**config.mk**
```make
export PLATFORM = sky130hd
export DESIGN_NAME = enemy_y_tracker
export DESIGN_NICKNAME = d
export VERILOG_FILES = /design/src/rtl/enemy_y_tracker.sv
export SDC_FILE = /design/constraint.sdc
export NUM_CORES = 1
export LEC_CHECK = 0
export ABC_AREA = 1
export BUFFER_PORTS_ARGS = -buffer_cell sky130_fd_sc_hd__buf_4
export CAP_MARGIN = 20
export CORE_UTILIZATION = 39
export DETAILED_ROUTE_END_ITERATION = 8
export GPL_TIMING_DRIVEN = 1
export PLACE_DENSITY_LB_ADDON = 0.1
export REMOVE_ABC_BUFFERS = 1
export SLEW_MARGIN = 20
export SYNTH_ARGS = -nofsm -noshare
export SYNTH_HDL_FRONTEND = slang
export SYNTH_SLANG_ARGS = --single-unit
```
**constraint.sdc**
```tcl
create_clock -name clk -period 2.6 [get_ports clk]
set_clock_uncertainty 0.1 [all_clocks]
set_input_delay 0.39 -clock clk [delete_from_list [all_inputs] [get_ports clk]]
set_output_delay 0.39 -clock clk [all_outputs]
set_load 0.005 [all_outputs]
```
**src/rtl/enemy_y_tracker.sv**
```systemverilog
// enemy_y_tracker: N_CH independent enemy channels whose y position advances on a shared,
// rate-selectable motion tick, clamping at Y_MAX and then either wrapping or retiring.
module enemy_y_tracker #(
  parameter int N_CH   = 10,
  parameter int Y_W    = 8,
  parameter int Y_MAX  = 120,
  parameter int TICK_W = 24,
  parameter int RATE0  = 12499999,
  parameter int RATE1  = 6499999,
  parameter int RATE2  = 3999999,
  parameter int RATE3  = 1999999
) (
  input  logic              clk,
  input  logic              reset_n,
  input  logic              move_en,
  input  logic [1:0]        flying_rate,
  input  logic [1:0]        step,
  input  logic              wrap_mode,
  input  logic [N_CH-1:0]   spawn,
  input  logic [N_CH-1:0]   destroyed,
  output logic [N_CH*Y_W-1:0] y_flat,
  output logic [N_CH-1:0]   active,
  output logic [N_CH-1:0]   touch_edge,
  output logic              move
);
  localparam logic [TICK_W-1:0] L0 = TICK_W'(RATE0);
  localparam logic [TICK_W-1:0] L1 = TICK_W'(RATE1);
  localparam logic [TICK_W-1:0] L2 = TICK_W'(RATE2);
  localparam logic [TICK_W-1:0] L3 = TICK_W'(RATE3);
  localparam logic [Y_W:0]      Y_LIM = (Y_W+1)'(Y_MAX);
  typedef enum logic {IDLE, FLY} state_t;
  logic [TICK_W-1:0] r_cnt;
  logic [TICK_W-1:0] w_limit;
  logic              w_tick;
  always_comb
    w_limit = flying_rate == 2'd0 ? L0 : flying_rate == 2'd1 ? L1 : flying_rate == 2'd2 ? L2 : L3;
  // the >= compare lets a rate change to a shorter limit fire on the very same cycle
  assign w_tick = r_cnt >= w_limit;
  assign move   = move_en & w_tick;
  always_ff @(posedge clk or negedge reset_n)
    if (!reset_n)
      r_cnt <= '0;
    else if (move_en)
      r_cnt <= w_tick ? '0 : r_cnt + 1'b1;
  for (genvar i = 0; i < N_CH; i++) begin : g_ch
    state_t         r_state;
    logic [Y_W-1:0] r_y;
    logic           r_touch;
    logic [Y_W:0]   w_sum;
    assign w_sum = {1'b0, r_y} + (Y_W+1)'(step) + (Y_W+1)'(1);
    always_ff @(posedge clk or negedge reset_n)
      if (!reset_n) begin
        r_state <= IDLE;
        r_y     <= '0;
        r_touch <= 1'b0;
      end else begin
        r_touch <= 1'b0;
        if (r_state == IDLE) begin
          r_y <= '0;
          if (spawn[i]) r_state <= FLY;
        end else if (destroyed[i]) begin
          r_state <= IDLE;
          r_y     <= '0;
        end else if (move) begin
          if ({1'b0, r_y} < Y_LIM) begin
            r_y     <= w_sum >= Y_LIM ? Y_LIM[Y_W-1:0] : w_sum[Y_W-1:0];
            r_touch <= w_sum >= Y_LIM;
          end else begin
            r_y <= '0;
            if (!wrap_mode) r_state <= IDLE;
          end
        end
      end
    assign y_flat[i*Y_W +: Y_W] = r_y;
    assign active[i]            = r_state == FLY;
    assign touch_edge[i]        = r_touch;
  end
endmodule

```
After elaboration in Yosys (flattened, before gate mapping)
Index checks and enable logic that the tools add are counted.
- bits in registers: 124
- bits of input ports: 28
- output and inout port bits: 101
- logic and storage cells: 232
- add/sub/neg operators: 21
- order comparisons: 21
- eq/ne operators: 12
- multiplexer cells: 145
- bitwise operators: 1
- reductions and logical operators: 1
- operators with widths (operator ; count):
    2-to-1 mux 8 bit ; 50
    2-to-1 mux 1 bit ; 91
    adder 8 x 2 -> 9 bit ; 10
    adder 9 x 1 -> 9 bit, second input constant ; 10
    greater-or-equal comparator 9 x 7 -> 1 bit, second input constant ; 10
    < comparator 8 x 7 -> 1 bit, second input constant ; 10
    2-to-1 mux 24 bit ; 2
    != test 3 bit, second input constant ; 10
    adder 24 x 1 -> 24 bit, second input constant ; 1
    greater-or-equal comparator 24 bit ; 1
    2-to-1 mux 23 bit ; 1
    2-to-1 mux 22 bit ; 1
    equality test 2 x 1 -> 1 bit, second input constant ; 1
    equality test 2 bit, second input constant ; 1
    logical NOT 2 bit ; 1
    AND 1 bit ; 1

Depth between registers and ports, before layout
- depth in word-level cells: 9
- depth in mapped cells: 17
- mapped depth without buffers: 16

Least setup slack after synthesis
Ideal clock, no wire load.
- path type: in2out
- from: input port flying_rate[1]
- to: output port move
- data arrival time: 2.016 ns
- required time: 2.110 ns
- setup slack: 0.094 ns
- stages on the path: 13
- path buffers: 1
- path through: inv_1 > ha_1 > inv_1 > ha_1 > nand2_1 > nor2_1 > nand2_1 > nor2_1 > nand3_1 > nand4_4 > nand2_2 > inv_2 > buf_2
- cells in the longest elaborated chain, start to end: 6
- elaborated cells between the ends (all ways): 8
- those cells by class: 1 x order compare; 2 x eq/ne; 3 x mux; 1 x bitwise; 1 x reduce/logical
- RTL lines (item ; RTL line ; RTL):
    start, declared ; 16 ; input logic [1:0] flying_rate,
    equality test 2 bit ; 36 ; w_limit = flying_rate == 2'd0 ? L0 : flying_rate == 2'd1 ? L1 : flying_rate == 2'd2 ? L2 : L3;
    2-to-1 mux 22 bit ; 36 ;
    2-to-1 mux 23 bit ; 36 ;
    2-to-1 mux 24 bit * ; 36 ;
    greater-or-equal comparator 24 bit * ; 38 ; assign w_tick = r_cnt >= w_limit;
    AND 1 bit * ; 39 ; assign move = move_en & w_tick;
    end, declared ; 24 ; output logic move
Every way passes the cells marked *; elsewhere a longest branch is shown, timed or not.

Final worst setup path
- from: register r_cnt[21]
- to: output port move
- cells in the longest elaborated chain, start to end: 2
- RTL lines (item ; RTL line ; RTL):
    start, declared ; 32 ; logic [TICK_W-1:0] r_cnt;
    start signal, assigned ; 44 ; r_cnt <= w_tick ? '0 : r_cnt + 1'b1;
    greater-or-equal comparator 24 bit ; 38 ;
    AND 1 bit ; 39 ;
No other way between the ends.

==> results.txt <==
CTS tree - yes
Layout cells sized above 1 - 17.8%
Die height - 150 µm
Yosys top cell area share - 36.3%
Post-synthesis adder-cell area fraction - 8.49%
GRT Util Overall - 21.8%
Max-slew headroom - 62.5%
Drt pass-1 iters - 5
Worst Path Arrival - 2010 ps
Layout area overhead - 26.9%
Async SR Flop Fraction - 100%
CTS H-Tree Depth - 4
Rows - 53
Reg power frac - 36.5%
Detailed Route WL - 23200 µm
Most frequent cell after synthesis - nand2_1
Cell count after placement - 1618
Post-synthesis compound-gate area fraction - 3.28%
Top Ports - 129
Net count, final - 1451
Seq/Total Area, Yosys - 36.3%
Switching pwr - 1790 µW
Initial drt markers - 429
Final period utilization - 96.1%
Starting density of the core - 40.3%
Initial antenna violation count - 0
Clock buffer depth - 2
Final Instance Count excl. Fillers - 1659
GPL Wtd Cong - 0.866
CP max FO - 3
Sink Count - 124
FF-to-FF End - g_ch[1].r_y[3]
Reg clk slew, reported paths - 60 ps
Worst-margin pin slew - 557 ps
# port buffers - 128
Die Width - 150 µm
Slew Viols, Final - 0
Simple-gate share of the synthesized area - 38.4%
Primary FF master, synth - dfrtp_1
Final core occ - 51.1%
GR Overflow Total - 0
Cell Area, Synth - 0.00854 mm²
Net switching fraction of the power - 28.8%
Largest family of logic cells by synthesized area - simple AND/OR/NAND/NOR gates
Core ar. - 0.0212 mm²
HP Class - in2reg
Hold Vio Cnt, Final - 0
Max VDD drop - 0.000385 V
Combinational share of power - 19.6%
Clk_lat worst skew - 430 ps
Crit path to - move
Vias in the first global route - 7708
Max Cap Violations - 0
Post-DP HPWL - 17100 µm
Clock buffers created by TritonCTS - 17
DRC - 0
Critical path class - reg2out
Global-route wire length before repair - 38100 µm
Reg2Reg Depth - 13
CP Launch Type - flop
Mapped Cells - 1214
Clock power share - 44.0%
Mux contribution to synthesized area - 0%
Number of synthesized flops with an enable pin - 0
Drt wl/cell - 14.0 µm
Ys Warns - 0
Worst reg-to-reg setup slack - 280 ps
Largest net degree at the start of global routing - 59
Post-Synth XOR/XNOR Area - 3.28%
Worst r2r src - g_ch[1].r_y[0]
Root buf cell - clkbuf_16
Cell leakage power - 0.00580 µW
Status - finished clean
DR vias - 8207
Most instantiated cells after synthesis - nand2_1 (379), nand3_1 (153), inv_1 (151)
Ranking of synthesized cells by area - dfrtp_1 (36%), nand2_1 (17%), nand3_1 (9.0%)
Yosys cell types - 32
FMAX - 400 MHz
Int Power - 4420 µW
Crit. Startpoint - r_cnt[21]
CP Data Required Time - 2110 ps
# setup viols final - 0
Antenna Violating Nets Remaining - 0
Synth Area per Inst - 7.04 µm²
#FFs+latches synth - 124
Die area - 0.0225 mm²
Yosys top cell by area - dfrtp_1
Final critical-path required period - 2500 ps
Ant. Diodes - 0
Vias per cell - 4.95
PD cells - 572 mW/mm²
Worst Setup End Kind - output pin
registers in the layout, indices dropped and copies added (netlist names):
name and count:
g_ch.r_state 10, g_ch.r_touch 10, g_ch.r_y 80, r_cnt 24
cell type report:
| cell class | count | area (µm²) |
|---|---|---|
| clock inverter | 10 | 184 |
| inverter | 154 | 581 |
| fill | 2098 | 10400 |
| clock buffer | 22 | 494 |
| multi-input combinational | 888 | 4670 |
| sequential | 124 | 3100 |
| tap | 275 | 344 |
| timing repair buffer | 186 | 1470 |
metal layers:
layer  GRT usage (%)  part of all wire (%)  vias to the layer above
li1                -                     -                     4207
met1            29.5                    47                     3783
met2            35.0                    46                      194
met3            4.30                   4.8                       23
met4            6.41                   1.2                        0
met5               0                     0                        -
critical path: stages (launching register included):
cell     delay (ps)
dfrtp_1         450
ha_4            300
nand2_1          60
nor2_2          120
nand2_1          70
nor2_2          150
nand2_2          80
nand4_4         120
nand2_4          70
inv_4            80
buf_6            90
cells in the final DEF (no fill, tap or decap), drive strengths merged, types with 3 or more instances in the layout:
master	instances
nand3	153
dfrtp	124
nand4	51
o21bai	4
bufinv	5
nand2	380
nand3b	14
ha	42
clkbuf	22
nor3	23
fa	10
xnor2	9
xor2	23
inv	154
clkinv	3
nor2	126
a21oi	18
buf	185
a31oi	3
o21ai	26
through the flow:
step	instance area, µm²	setup WS, ps	power [µW]	TNS [ps]	hold WS (ps)
2_1_floorplan	8250	-1040	2910	-90560	-5.59
3_3_place_gp	9990	-11.4	3470	-11.4	227
3_5_place_dp	9990	-73.4	3480	-1790	226
4_1_cts	10700	12.3	6250	0	63.0
5_1_grt	10800	-8.49	6540	-8.49	72.7
6_report	10800	101	6200	0	84.1
timing repair:
action                                  CTS  global route
hold buffers                              1             0
buffers inserted                          4             4
endpoints found under the hold margin    36             0
pin swaps                                 1            11
endpoints found under the setup margin    1             1
gates resized for setup                   9            13
kinds of logic after synthesis:
logic type | count (synthesis)
and+or+nand+nor | 752
buffers and inverters | 202
xor gates and xnor gates | 32
adders and majority gates | 52
AOI/OAI and AO/OA | 52
DFF | 124
worst min-delay path by stage:
stage / from / endpoint / depth (start not counted)
floorplan: reset_n / g_ch[0].r_state / 0
global route: spawn[3] / g_ch[3].r_state / 3
finish: spawn[3] / g_ch[3].r_state / 3
CTS: spawn[3] / g_ch[3].r_state / 3
global placement: reset_n / g_ch[2].r_y[7] / 1
detailed placement: reset_n / g_ch[2].r_y[7] / 1
power by group through the flow:
stage	registers, µW	logic (µW)	clock network (µW)
floorplan	2250	657	0
global placement	2290	1180	0
detailed placement	2290	1190	0
CTS	2260	1210	2790
global route	2280	1390	2870
finish	2260	1210	2730
No activity file was read; power rests on OpenSTA's default activity.
